===== config.mk =====
export PLATFORM = sky130hd
export DESIGN_NAME = ball_motion
export DESIGN_NICKNAME = d
export VERILOG_FILES = /design/src/rtl/ball_motion.sv
export SDC_FILE = /design/constraint.sdc
export NUM_CORES = 1
export LEC_CHECK = 0
export ABC_AREA = 1
export CAP_MARGIN = 20
export CORE_MARGIN = 5
export CORE_UTILIZATION = 35
export CTS_CLUSTER_SIZE = 8
export DETAILED_ROUTE_END_ITERATION = 6
export RECOVER_POWER = 50
export SYNTH_ARGS = -nofsm -noshare
export SYNTH_HDL_FRONTEND = slang
export SYNTH_SLANG_ARGS = --single-unit

===== constraint.sdc =====
create_clock -name clk -period 25.2 [get_ports clk]
set_input_delay 5.04 -clock clk [delete_from_list [all_inputs] [get_ports clk]]
set_output_delay 5.04 -clock clk [all_outputs]
set_load 0.1 [all_outputs]

===== src/rtl/ball_motion.sv =====
// Ball physics engine: launches balls from the paddle and steps every ball once per frame tick.
// A frame walks the balls serially, one STEP and one COMMIT cycle per ball, then one DONE cycle.
module ball_motion #(
  parameter int unsigned BALL_NUM = 2,
  parameter int unsigned SCREEN_W = 640,
  parameter int unsigned SCREEN_H = 480,
  parameter int unsigned SPEED    = 2,
  parameter int unsigned PADDLE_Y = 440,
  parameter int unsigned START_Y  = 400
) (
  input  logic                    clk,
  input  logic                    rst_n,
  input  logic                    frame_tick,
  input  logic                    launch,
  input  logic [9:0]              paddle_x,
  input  logic [5:0]              paddle_half,
  input  logic [5:0]              radius,
  output logic [BALL_NUM*10-1:0]  xs,
  output logic [BALL_NUM*10-1:0]  ys,
  output logic [BALL_NUM-1:0]     active,
  output logic                    busy,
  output logic                    ball_lost,
  output logic                    all_lost
);

  localparam int unsigned IdxW = (BALL_NUM > 1) ? $clog2(BALL_NUM) : 1;
  localparam logic [IdxW-1:0] LastIdx = IdxW'(BALL_NUM - 1);

  localparam logic signed [11:0] Spd  = 12'(SPEED);
  localparam logic signed [11:0] WMax = 12'(SCREEN_W - 1);
  localparam logic signed [11:0] HMax = 12'(SCREEN_H - 1);
  localparam logic signed [11:0] PadY = 12'(PADDLE_Y);
  localparam logic [9:0]         CenX = 10'(SCREEN_W / 2);
  localparam logic [9:0]         StY  = 10'(START_Y);

  localparam logic [1:0] StIdle   = 2'd0;
  localparam logic [1:0] StStep   = 2'd1;
  localparam logic [1:0] StCommit = 2'd2;
  localparam logic [1:0] StDone   = 2'd3;

  logic [1:0]          state_q, state_d;
  logic [IdxW-1:0]     idx_q, idx_d;

  // Velocity is stored as a sign per axis; magnitude is always SPEED.
  logic [9:0]          x_q   [BALL_NUM];
  logic [9:0]          y_q   [BALL_NUM];
  logic                vxn_q [BALL_NUM];
  logic                vyn_q [BALL_NUM];
  logic [BALL_NUM-1:0] active_q;
  logic [BALL_NUM-1:0] act_tick_q;

  logic [9:0]          stage_x_q, stage_y_q;
  logic                stage_vxn_q, stage_vyn_q, stage_lost_q;
  logic                ball_lost_q;

  logic                free_found;
  logic [IdxW-1:0]     free_idx;

  logic [9:0]          cur_x, cur_y;
  logic                cur_vxn, cur_vyn;
  logic signed [11:0]  rad, px, half, cy, step_vx, step_vy, nx, ny, dx;
  logic                nvxn, nvyn, lost;

  // Lowest-index inactive ball receives the next launch.
  always_comb begin
    free_found = 1'b0;
    free_idx   = '0;
    for (int i = BALL_NUM - 1; i >= 0; i--) begin
      if (!active_q[i]) begin
        free_found = 1'b1;
        free_idx   = IdxW'(i);
      end
    end
  end

  assign cur_x   = x_q[idx_q];
  assign cur_y   = y_q[idx_q];
  assign cur_vxn = vxn_q[idx_q];
  assign cur_vyn = vyn_q[idx_q];

  // One ball step; later checks see the results of earlier clamps.
  always_comb begin
    rad     = {6'd0, radius};
    px      = {2'd0, paddle_x};
    half    = {6'd0, paddle_half};
    cy      = {2'd0, cur_y};
    step_vx = cur_vxn ? -Spd : Spd;
    step_vy = cur_vyn ? -Spd : Spd;
    nx      = $signed({2'd0, cur_x}) + step_vx;
    ny      = cy + step_vy;
    nvxn    = cur_vxn;
    nvyn    = cur_vyn;
    lost    = 1'b0;
    if (nx < rad) begin
      nx   = rad;
      nvxn = 1'b0;
    end
    if (nx + rad > WMax) begin
      nx   = WMax - rad;
      nvxn = 1'b1;
    end
    if (ny < rad) begin
      ny   = rad;
      nvyn = 1'b0;
    end
    dx = nx - px;
    if (dx[11]) begin
      dx = -dx;
    end
    if (!cur_vyn && (cy + rad < PadY) && (ny + rad >= PadY) && (dx <= half)) begin
      ny   = PadY - rad;
      nvyn = 1'b1;
    end
    if (ny - rad > HMax) begin
      lost = 1'b1;
    end
  end

  always_comb begin
    state_d = state_q;
    idx_d   = idx_q;
    case (state_q)
      StIdle: begin
        if (frame_tick) begin
          state_d = StStep;
          idx_d   = '0;
        end
      end
      StStep:   state_d = StCommit;
      StCommit: begin
        if (idx_q == LastIdx) begin
          state_d = StDone;
        end else begin
          state_d = StStep;
          idx_d   = idx_q + IdxW'(1);
        end
      end
      StDone:   state_d = StIdle;
      default:  state_d = StIdle;
    endcase
  end

  always_ff @(posedge clk or negedge rst_n) begin
    if (!rst_n) begin
      state_q <= StIdle;
      idx_q   <= '0;
    end else begin
      state_q <= state_d;
      idx_q   <= idx_d;
    end
  end

  always_ff @(posedge clk or negedge rst_n) begin
    if (!rst_n) begin
      for (int i = 0; i < BALL_NUM; i++) begin
        x_q[i]   <= CenX;
        y_q[i]   <= StY;
        vxn_q[i] <= 1'b0;
        vyn_q[i] <= 1'b1;
      end
      active_q     <= '0;
      act_tick_q   <= '0;
      stage_x_q    <= '0;
      stage_y_q    <= '0;
      stage_vxn_q  <= 1'b0;
      stage_vyn_q  <= 1'b0;
      stage_lost_q <= 1'b0;
      ball_lost_q  <= 1'b0;
    end else begin
      ball_lost_q <= 1'b0;
      case (state_q)
        StIdle: begin
          if (frame_tick) begin
            act_tick_q <= active_q;
          end else if (launch && free_found) begin
            x_q[free_idx]      <= paddle_x;
            y_q[free_idx]      <= StY;
            vxn_q[free_idx]    <= 1'b0;
            vyn_q[free_idx]    <= 1'b1;
            active_q[free_idx] <= 1'b1;
          end
        end
        StStep: begin
          stage_x_q    <= nx[9:0];
          stage_y_q    <= ny[9:0];
          stage_vxn_q  <= nvxn;
          stage_vyn_q  <= nvyn;
          stage_lost_q <= lost;
        end
        StCommit: begin
          if (active_q[idx_q]) begin
            x_q[idx_q]   <= stage_x_q;
            y_q[idx_q]   <= stage_y_q;
            vxn_q[idx_q] <= stage_vxn_q;
            vyn_q[idx_q] <= stage_vyn_q;
            if (stage_lost_q) begin
              active_q[idx_q] <= 1'b0;
              ball_lost_q     <= 1'b1;
            end
          end
        end
        default: ;
      endcase
    end
  end

  always_comb begin
    xs = '0;
    ys = '0;
    for (int i = 0; i < BALL_NUM; i++) begin
      xs[i*10 +: 10] = x_q[i];
      ys[i*10 +: 10] = y_q[i];
    end
  end

  assign active    = active_q;
  assign busy      = (state_q != StIdle);
  assign ball_lost = ball_lost_q;
  assign all_lost  = (state_q == StDone) && (|act_tick_q) && !(|active_q);

endmodule


== After elaboration in Yosys (flattened, before gate mapping) ==
Cells that the tools add are included.

* Bits in registers: 75
* Bits of input ports: 26
* Output and inout port bits: 45
* Logic and storage cells: 160

* $add $sub $neg: 11
* $lt $le $gt $ge: 15
* Eq/ne operators: 8
* Muxes and demuxes: 76
* Bitwise operators: 11
* Reductions and logical operators: 21

{| class="wikitable"
|+ Operators by type and width
! kind !! number
|-
| 2-to-1 mux 20 bit || 6
|-
| 2-to-1 mux 12 bit || 7
|-
| 2-to-1 mux 10 bit || 8
|-
| one-hot mux 20 bit (2 select lines) || 2
|-
| bitwise mux 20 bit || 3
|-
| 2-to-1 mux 1 bit || 25
|-
| adder 11 x 12 -> 12 bit || 2
|-
| adder 12 x 7 -> 12 bit || 2
|-
| < comparator 12 x 7 -> 1 bit || 2
|-
| 2-to-1 mux 2 bit || 12
|-
| demux 10 bit (select 1 bit) || 2
|-
| AND 14 bit || 1
|-
| NOT 14 bit || 1
|-
| >= comparator 12 x 10 -> 1 bit (second input constant) || 1
|-
| > comparator 12 x 10 -> 1 bit (second input constant) || 1
|-
| > comparator 12 x 11 -> 1 bit (second input constant) || 1
|-
| <= comparator 12 x 7 -> 1 bit || 1
|-
| negator 12 bit || 1
|-
| one-hot mux 2 bit (2 select lines) || 3
|-
| subtractor 12 x 11 -> 12 bit || 1
|-
| subtractor 12 x 7 -> 12 bit || 1
|-
| adder 10 x 6 -> 11 bit || 1
|-
| < comparator 11 x 9 -> 1 bit (second input constant) || 1
|-
| subtractor 10 x 6 -> 11 bit (first input constant) || 1
|-
| other kinds (26) || 56
|}

== Depth between registers and ports, before layout ==
Gate-level depths: netlist (run 1).

* Depth after elaboration: 20
* Mapped depth: 82
* Depth with buffers taken out: 80

== Worst setup path before layout (run 1) ==
No wires, ideal clock.

* Path kind: input to register
* Start: in radius[3]
* End: reg stage_lost_q
* Arrival: 13002 ps
* Slack: 12081 ps
* Stages: 71
* Cells stage by stage: inv_1 -> ha_1 -> nand2_1 -> inv_1 -> nand2_1 -> nand2_1 -> nand3_1 -> nand2_1 -> inv_1 -> nand2_2 -> nand2_2 -> inv_2 -> clkbuf_1 -> o21ai_0 -> ha_1 -> fa_1 -> nand3_1 -> nand2_1 -> (+35 left out) -> buf_2 -> o21ai_1 -> inv_1 -> ha_1 -> nand2_1 -> o21ai_0 -> a21oi_1 -> inv_1 -> a21oi_1 -> nor2_1 -> nor2_1 -> nand2_2 -> o21ai_1 -> nand2_1 -> nor2_1 -> nand2_1 -> nand2_1 -> nand2_1

* Cells in the longest elaborated chain, start to end: 14

{| class="wikitable"
|+ Ends and longest elaborated chain
! what !! RTL line !! source
|-
| from (decl) || 17 || <nowiki>input logic [5:0] radius,</nowiki>
|-
| < comparator 12 x 7 -> 1 bit || 94 || <nowiki>if (nx < rad) begin</nowiki>
|-
| 2-to-1 mux 12 bit || 94 ||
|-
| adder 12 x 7 -> 12 bit || 98 || <nowiki>if (nx + rad > WMax) begin</nowiki>
|-
| > comparator 12 x 11 -> 1 bit || 98 ||
|-
| 2-to-1 mux 12 bit (*) || 98 ||
|-
| net nx[2] || 61 || <nowiki>logic signed [11:0] rad, px, half, cy, step_vx, step_vy, nx, ny, dx;</nowiki>
|-
| subtractor 12 x 11 -> 12 bit (*) || 106 || <nowiki>dx = nx - px;</nowiki>
|-
| negator 12 bit || 108 || <nowiki>dx = -dx;</nowiki>
|-
| 2-to-1 mux 12 bit (*) || 107 || <nowiki>if (dx[11]) begin</nowiki>
|-
| <= comparator 12 x 7 -> 1 bit (*) || 110 || <nowiki>if (!cur_vyn && (cy + rad < PadY) && (ny + rad >= PadY) && (dx <= half)) begin</nowiki>
|-
| logical AND 1 bit (*) || 110 ||
|-
| 2-to-1 mux 12 bit (*) || 110 ||
|-
| net ny[1] || 61 ||
|-
| subtractor 12 x 7 -> 12 bit (*) || 114 || <nowiki>if (ny - rad > HMax) begin</nowiki>
|-
| > comparator 12 x 10 -> 1 bit (*) || 114 ||
|-
| 2-to-1 mux 1 bit (*) || 114 ||
|-
| to (signal assigned) || 188 || <nowiki>stage_lost_q <= lost;</nowiki>
|-
| to (decl) || 53 || <nowiki>logic stage_vxn_q, stage_vyn_q, stage_lost_q;</nowiki>
|}

Mark *: on every way through the listed nets, which the timed path passes. The rest lies on a longest branch.
A chain may end at the register's enable or synchronous reset.

== Worst setup path in the final report (run 1) ==
* Start: in radius[1]
* End: reg stage_lost_q

Same word-level chain as after synthesis.

==> metrics.md, run 1 <==
| Metric | Value |
|---|---|
| Count leader, synth | `nand2_1` |
| # hold bufs at CTS | `0` |
| FF-to-FF path depth | `64` |
| Wire per inst | `approximately 15 um` |
| I/O pins | `just over 70` |
| Port bufs | `70` |
| Drt first-iter violations | `between 500 and 600` |
| Cells after Synth | `1,005` |
| Worst-path clk slew | `0.06 ns` |
| CP bufs+invs | `7` |
| Mean Syn Cell Area | `between 6 and 7 sq um` |
| Post-Synthesis Cell Area | `6949 sq um` |
| Worst hold path type | `reg2reg` |
| Post-synth net total | `around 1,100` |
| Skew final | `0.005393 ns` |
| Slew Limit Fails | `76` |
| Clk root buf | `clkbuf_16` |
| Slew Limit Headroom | `-162.1%` |
| CTS tree | `yes` |
| Fmax | `about 66 MHz` |
| Post-synth EDFFs | `0` |
| GRT Util Overall | `18.07%` |
| Drc violations | `0` |
| # diodes | `0` |
| Core area | `approximately 20,000 sq um` |
| Crit Path Max Fanout | `20` |
| Startpoint Class | `input port` |
| Final min period | `15.06 ns` |
| Synth cell count leaders | `nand2_1, inv_1, o21ai_0` |
| Req. time, crit path | `between 20 and 30 ns` |
| Synthesis-to-layout area growth | `17.52%` |
| Fin nets | `1,170` |
| Worst-skew pair later-pin latency | `0.34 ns` |
| Worst path max stage delay | `0.87 ns` |
| TritonCTS Sinks | `75` |
| Detailed Route WL | `20,070 um` |
| Beginning of the critical path | `radius[1]` |
| Final ANT Viol Nets | `0` |
| Synth top area cells | `dfrtp_1, nand2_1, ha_1, inv_1, o21ai_0` |
| Ys flop type | `dfrtp_1` |
| Failing checks | `max-capacitance violations, max-slew violations` |
| Slowest-stage cell, CP | `clkdlybuf4s50_1` |
| Total grt overflow | `0` |
| CP arrival | `15.29 ns` |
| Die Area | `~23,000 sq um` |
| Crit path capture type | `flip-flop` |
| Routed vias/inst | `4.989` |
| Post-CTS resize count | `0` |
| Reg2Reg Setup Slack | `13.89 ns` |
| RSZ-0062 raised after global routing | `no` |
| HPWL after detailed placement | `15,760 um` |
| Cell count along the critical path | `63` |
| Fin. Hold Viols | `0` |
| Via Count | `6,670` |
| Ys async rst share | `100.0%` |
| Vias in the first global route | `6,401` |
| Clock tree buffer depth | `2` |
| Max-Cap Viols | `1` |
| Die Y | `150.9 um` |
| Final setup viols | `0` |
| Synth warn | `0` |
| Sequential area share after synthesis | `27.22%` |
| Status | `complete, but fails checks` |
| Fill count | `2,071` |
| Period utilization | `around three fifths` |
| Crit path capture | `stage_lost_q` |
| Crit-path leading delay family | `compound AO/OA/AOI/OAI gates` |
| Die Width | `150.9 um` |
| Routability cong. | `0.9103` |
| CP most frequent cell | `nand2_1` |
| Layout cell share with drive strength beyond 1 | `7.463%` |
| Initial antenna violation count | `0` |
| Total setup buffers inserted after CTS | `0` |
| First-pass GRT wire length | `32,920 um` |
| Post-synth top area share | `22.69%` |
| Capturing point of the worst reg2reg path | `stage_lost_q` |
| Setup total negative slack | `0 ns` |
| Largest net degree at the start of global routing | `76` |
| Synthesis-stage register bit count | `75` |
| Initial Util | `between 30% and 40%` |
| H-tree Lvls | `3` |
| Post-synthesis cell type count | `45` |
| CTS Buf Count | `9` |
| Initial DRT Pass Iterations | `5` |
| Row count | `51` |
| Reg-to-reg critical path startpoint | `idx_q` |
| Crit Path Class | `in2reg` |
| Least-Margin Pin Slew | `3.931 ns` |
| Yosys top cell by area | `dfrtp_1` |
worst register-to-register path: cells and delay by family (launching register included):
family	cells	cell delay, ns
compound gates	20	4.23
flops	1	0.43
xor+xnor	2	0.41
buf+inv	6	0.81
fa+ha+maj	6	1.91
simple gates	30	3.45
layout make-up:
class | instances | area [sq um] | share of cell area [%]
well taps | 265 | 331.6 | 4.060
flip-flops and latches | 75 | 1892 | 23.17
inverters | 173 | 649.4 | 7.952
clock buffers | 9 | 225.2 | 2.758
clock inverters | 7 | 42.54 | 0.5209
multi-input cells | 735 | 4313 | 52.81
repair buffers | 73 | 713.2 | 8.733
placed cells by master, fill, tap and decap left out, types with 16 or more instances in the layout:
master           synthesis  final
o22ai_1                 30     30
nand2_1                248    248
xor2_1                  24     24
o21ai_0                100    100
nand3_1                 31     31
dfrtp_1                 63     63
a21oi_1                 53     52
ha_1                    71     71
clkdlybuf4s50_1          0     68
nor2_1                  58     58
nand2_2                 16     16
inv_1                  161    162
routing by layer:
layer | wire (um) | vias up | part of all wire [%] | global-route usage, %
li1 | - | 3389 | - | -
met1 | 10350 | 3084 | 52 | 27.17
met2 | 8467 | 180 | 42 | 27.28
met3 | 1030 | 17 | 5.1 | 2.484
met4 | 212 | 0 | 1.1 | 4.397
met5 | 0 | - | 0 | 0
cells by family after synthesis:
family | share of synthesized area (%)
AO/OA/AOI/OAI | 17.52
XOR/XNOR | 4.375
AND/OR/NAND/NOR | 25.60
flip-flops | 27.22
adder cells (fa/ha/maj) | 14.51
buffers and inverters | 10.77
flip-flops by register name (all words and copies together), names as in the netlist, 2 cells and up:
| register | count |
|---|---|
| stage_x_q | 10 |
| vyn_q | 2 |
| act_tick_q | 2 |
| vxn_q | 2 |
| ys | 20 |
| active | 2 |
| state_q | 2 |
| xs | 20 |
| stage_y_q | 10 |
per-stage QoR:
step	cells	area, sq um	hold WS [ns]	worst slack (ns)	utilization [%]
after floorplan	1005	6949	0.4426	12.08	-
after detailed placement	1321	7906	0.4715	9.934	40.49
final	1337	8167	0.4820	10.14	41.82
after global routing	1337	8167	0.4959	8.975	41.82
after CTS	1337	8174	0.4820	10.25	41.86
after global placement	1321	7906	0.4669	10.27	40.49
worst min path at each step:
| stage | from | end | slack [ns] | cells after the start |
|---|---|---|---|---|
| 2_1_floorplan | stage_lost_q | stage_lost_q | 0.44 | 2 |
| 3_3_place_gp | act_tick_q[0] | act_tick_q[0] | 0.47 | 2 |
| 5_1_grt | xs[6] | xs[6] | 0.50 | 2 |
| 4_1_cts | xs[8] | xs[8] | 0.48 | 2 |
| 3_5_place_dp | xs[8] | xs[8] | 0.47 | 2 |
| 6_report | xs[8] | xs[8] | 0.48 | 2 |
Power of run 1 is not shown: default switching activity piles up to over one toggle a cycle in this logic, so the estimate is an artifact.
==> inputs of run 2 (changes only) <==
- clock period: 25.2 -> 13.4 ns (I/O delays scaled with it)
==> metrics.md, run 2 (synthesis results as in run 1) <==
| Metric | Value |
|---|---|
| Fill count | `2,074 (+0.14%)` |
| Fmax | `between 80 and 90 MHz` |
| HPWL after detailed placement | `15,870 um (+0.65%)` |
| Die Width | `150.9 um (unchanged)` |
| H-tree Lvls | `3 (unchanged)` |
| Routability cong. | `0.9442 (+3.7%)` |
| First-pass GRT wire length | `33,510 um (+1.8%)` |
| Period utilization | `about 91%` |
| Largest net degree at the start of global routing | `76 (unchanged)` |
| Capturing point of the worst reg2reg path | `stage_lost_q` |
| Detailed Route WL | `20,230 um (+0.84%)` |
| Slowest-stage cell, CP | `clkdlybuf4s50_1` |
| Fin nets | `1,173 (+0.26%)` |
| Final ANT Viol Nets | `0 (unchanged)` |
| Via Count | `6,676 (+0.090%)` |
| Clock tree buffer depth | `2 (unchanged)` |
| Fin. Hold Viols | `0 (unchanged)` |
| Status | `complete, but fails checks` |
| Skew final | `0.004800 ns (-0.0005929 ns)` |
| Layout cell share with drive strength beyond 1 | `7.814% (+0.35 points)` |
| Die Area | `22,770 sq um (unchanged)` |
| Die Y | `150.9 um (unchanged)` |
| Setup total negative slack | `0 ns (unchanged)` |
| # hold bufs at CTS | `0 (unchanged)` |
| Crit Path Class | `in2reg` |
| Least-Margin Pin Slew | `3.972 ns (+0.04094 ns)` |
| Final min period | `~12 ns` |
| Worst-skew pair later-pin latency | `0.34 ns (about the same)` |
| Core area | `19,530 sq um (unchanged)` |
| Final hold slack | `0.4886 ns (+0.006557 ns)` |
| CP arrival | `12.36 ns (-2.93 ns)` |
| Hold Path Stages | `2 (unchanged)` |
| Worst path max stage delay | `0.69 ns (-0.18 ns)` |
| Synthesis-to-layout area growth | `18.29%` |
| Total grt overflow | `0 (unchanged)` |
| Final setup viols | `0 (unchanged)` |
| Req. time, crit path | `13.63 ns (-11.80 ns)` |
| Design Area, Final | `8220 sq um (+0.66%)` |
| CTS Buf Count | `9 (unchanged)` |
| Startpoint Class | `input port` |
| Commonest cells after routing, fill and taps aside | `nand2_1, inv_1, o21ai_0` |
| Post-DP Area | `7929 sq um (+0.28%)` |
| Drt first-iter violations | `633 (+24%)` |
| Reg-to-reg critical path startpoint | `idx_q` |
| # diodes | `0 (unchanged)` |
| FF-to-FF path depth | `64 (unchanged)` |
| Initial Util | `35.59% (unchanged)` |
| Hold_sp | `xs[6]` |
| Drc violations | `0 (unchanged)` |
| Slew Limit Fails | `76 (unchanged)` |
| Port bufs | `70 (unchanged)` |
| Crit path capture type | `flip-flop` |
| Row count | `51 (unchanged)` |
| TritonCTS Sinks | `75 (unchanged)` |
| Failing checks | `max-capacitance violations, max-slew violations` |
| Slew Limit Headroom | `-164.8% (-2.7 points)` |
| Crit Path Max Fanout | `20 (unchanged)` |
| CTS tree | `yes` |
| Wire per inst | `15.10 um (+0.61%)` |
| CP most frequent cell | `nand2_1` |
| RSZ-0062 raised after global routing | `no` |
| Commonest non-fill, non-tap cell in the layout | `nand2_1` |
| GRT Util Overall | `18.38% (+0.32 points)` |
| Initial DRT Pass Iterations | `7 (+2)` |
| Vias in the first global route | `6,404 (+0.047%)` |
| Reg2Reg Setup Slack | `1.92 ns (-11.97 ns)` |
| Clk root buf | `clkbuf_16` |
| I/O pins | `71 (unchanged)` |
| Hold Path End | `xs[6]` |
| Worst-path clk slew | `0.06 ns (about the same)` |
| Routed vias/inst | `4.982 (-0.13%)` |
| Fin util | `42.10% (+0.28 points)` |
| Max-Cap Viols | `1 (unchanged)` |
| Worst hold path type | `reg2reg` |
| Initial antenna violation count | `0 (unchanged)` |
-- run 2: cell count changes in the layout (fill, tap and decap cells not counted), sizes merged --
| cell | change |
|---|---|
| buf | +2 |
| bufinv | +1 |
| clkbuf | +2 |
| clkinv | -2 |
-- run 2: through the flow --
step	std cells	setup WS [ns]
floorplan	1005	2.641
global placement	1324	1.014
detailed placement	1324	0.8275
CTS	1340	1.166
global route	1340	0.07866
finish	1340	1.272
-- run 2: how the worst max path moves through the flow --
stage,startpoint,endpoint,slack (ns),cells past startpoint
2_1_floorplan,radius[3],stage_lost_q,2.64,71
4_1_cts,radius[2],stage_lost_q,1.17,62
3_3_place_gp,radius[2],stage_lost_q,1.01,62
5_1_grt,radius[2],stage_lost_q,0.08,68
3_5_place_dp,radius[2],stage_lost_q,0.83,62
6_report,radius[2],stage_lost_q,1.27,62
-- run 2: what timing repair did --
item                       4_1_cts  5_1_grt
buffers inserted                 0        0
hold endpoints to repair         0        0
gates resized for setup          0        3
setup endpoints to repair        0        1
-- run 2: area by class of cell --
type	instances	area [sq um]	share of cell area, %
multi-input combinational	735	4313	52.47
sequential	75	1892	23.01
timing repair buffer	76	732.0	8.904
inverter	173	649.4	7.900
tap	265	331.6	4.033
clock buffer	10	239.0	2.907
clock inverter	6	63.81	0.7763
-- run 2: routing by layer --
layer | vias up | wire length [um] | GRT usage (%)
li1 | 3402 | - | -
met1 | 3050 | 10300 | 28.21
met2 | 203 | 8436 | 26.75
met3 | 21 | 1164 | 3.052
met4 | 0 | 333 | 4.397
met5 | - | 0 | 0
-- run 2: critical path, delay by kind of cell --
family / cells / cell delay (ns)
AO/OA/AOI/OAI: 19 / 3.66
XOR/XNOR: 1 / 0.14
adder cells (fa/ha/maj): 5 / 1.56
buffers and inverters: 8 / 1.24
AND/OR/NAND/NOR: 29 / 3.06
Power of run 2 is left out for the same reason.
==> inputs of run 3 (changes only) <==
- CTS_CLUSTER_DIAMETER: unset -> 120
==> results of run 3 <==
No change in the layout: final DEF, timing and power equal those of run 2.
Power of run 3 is left out for the same reason.
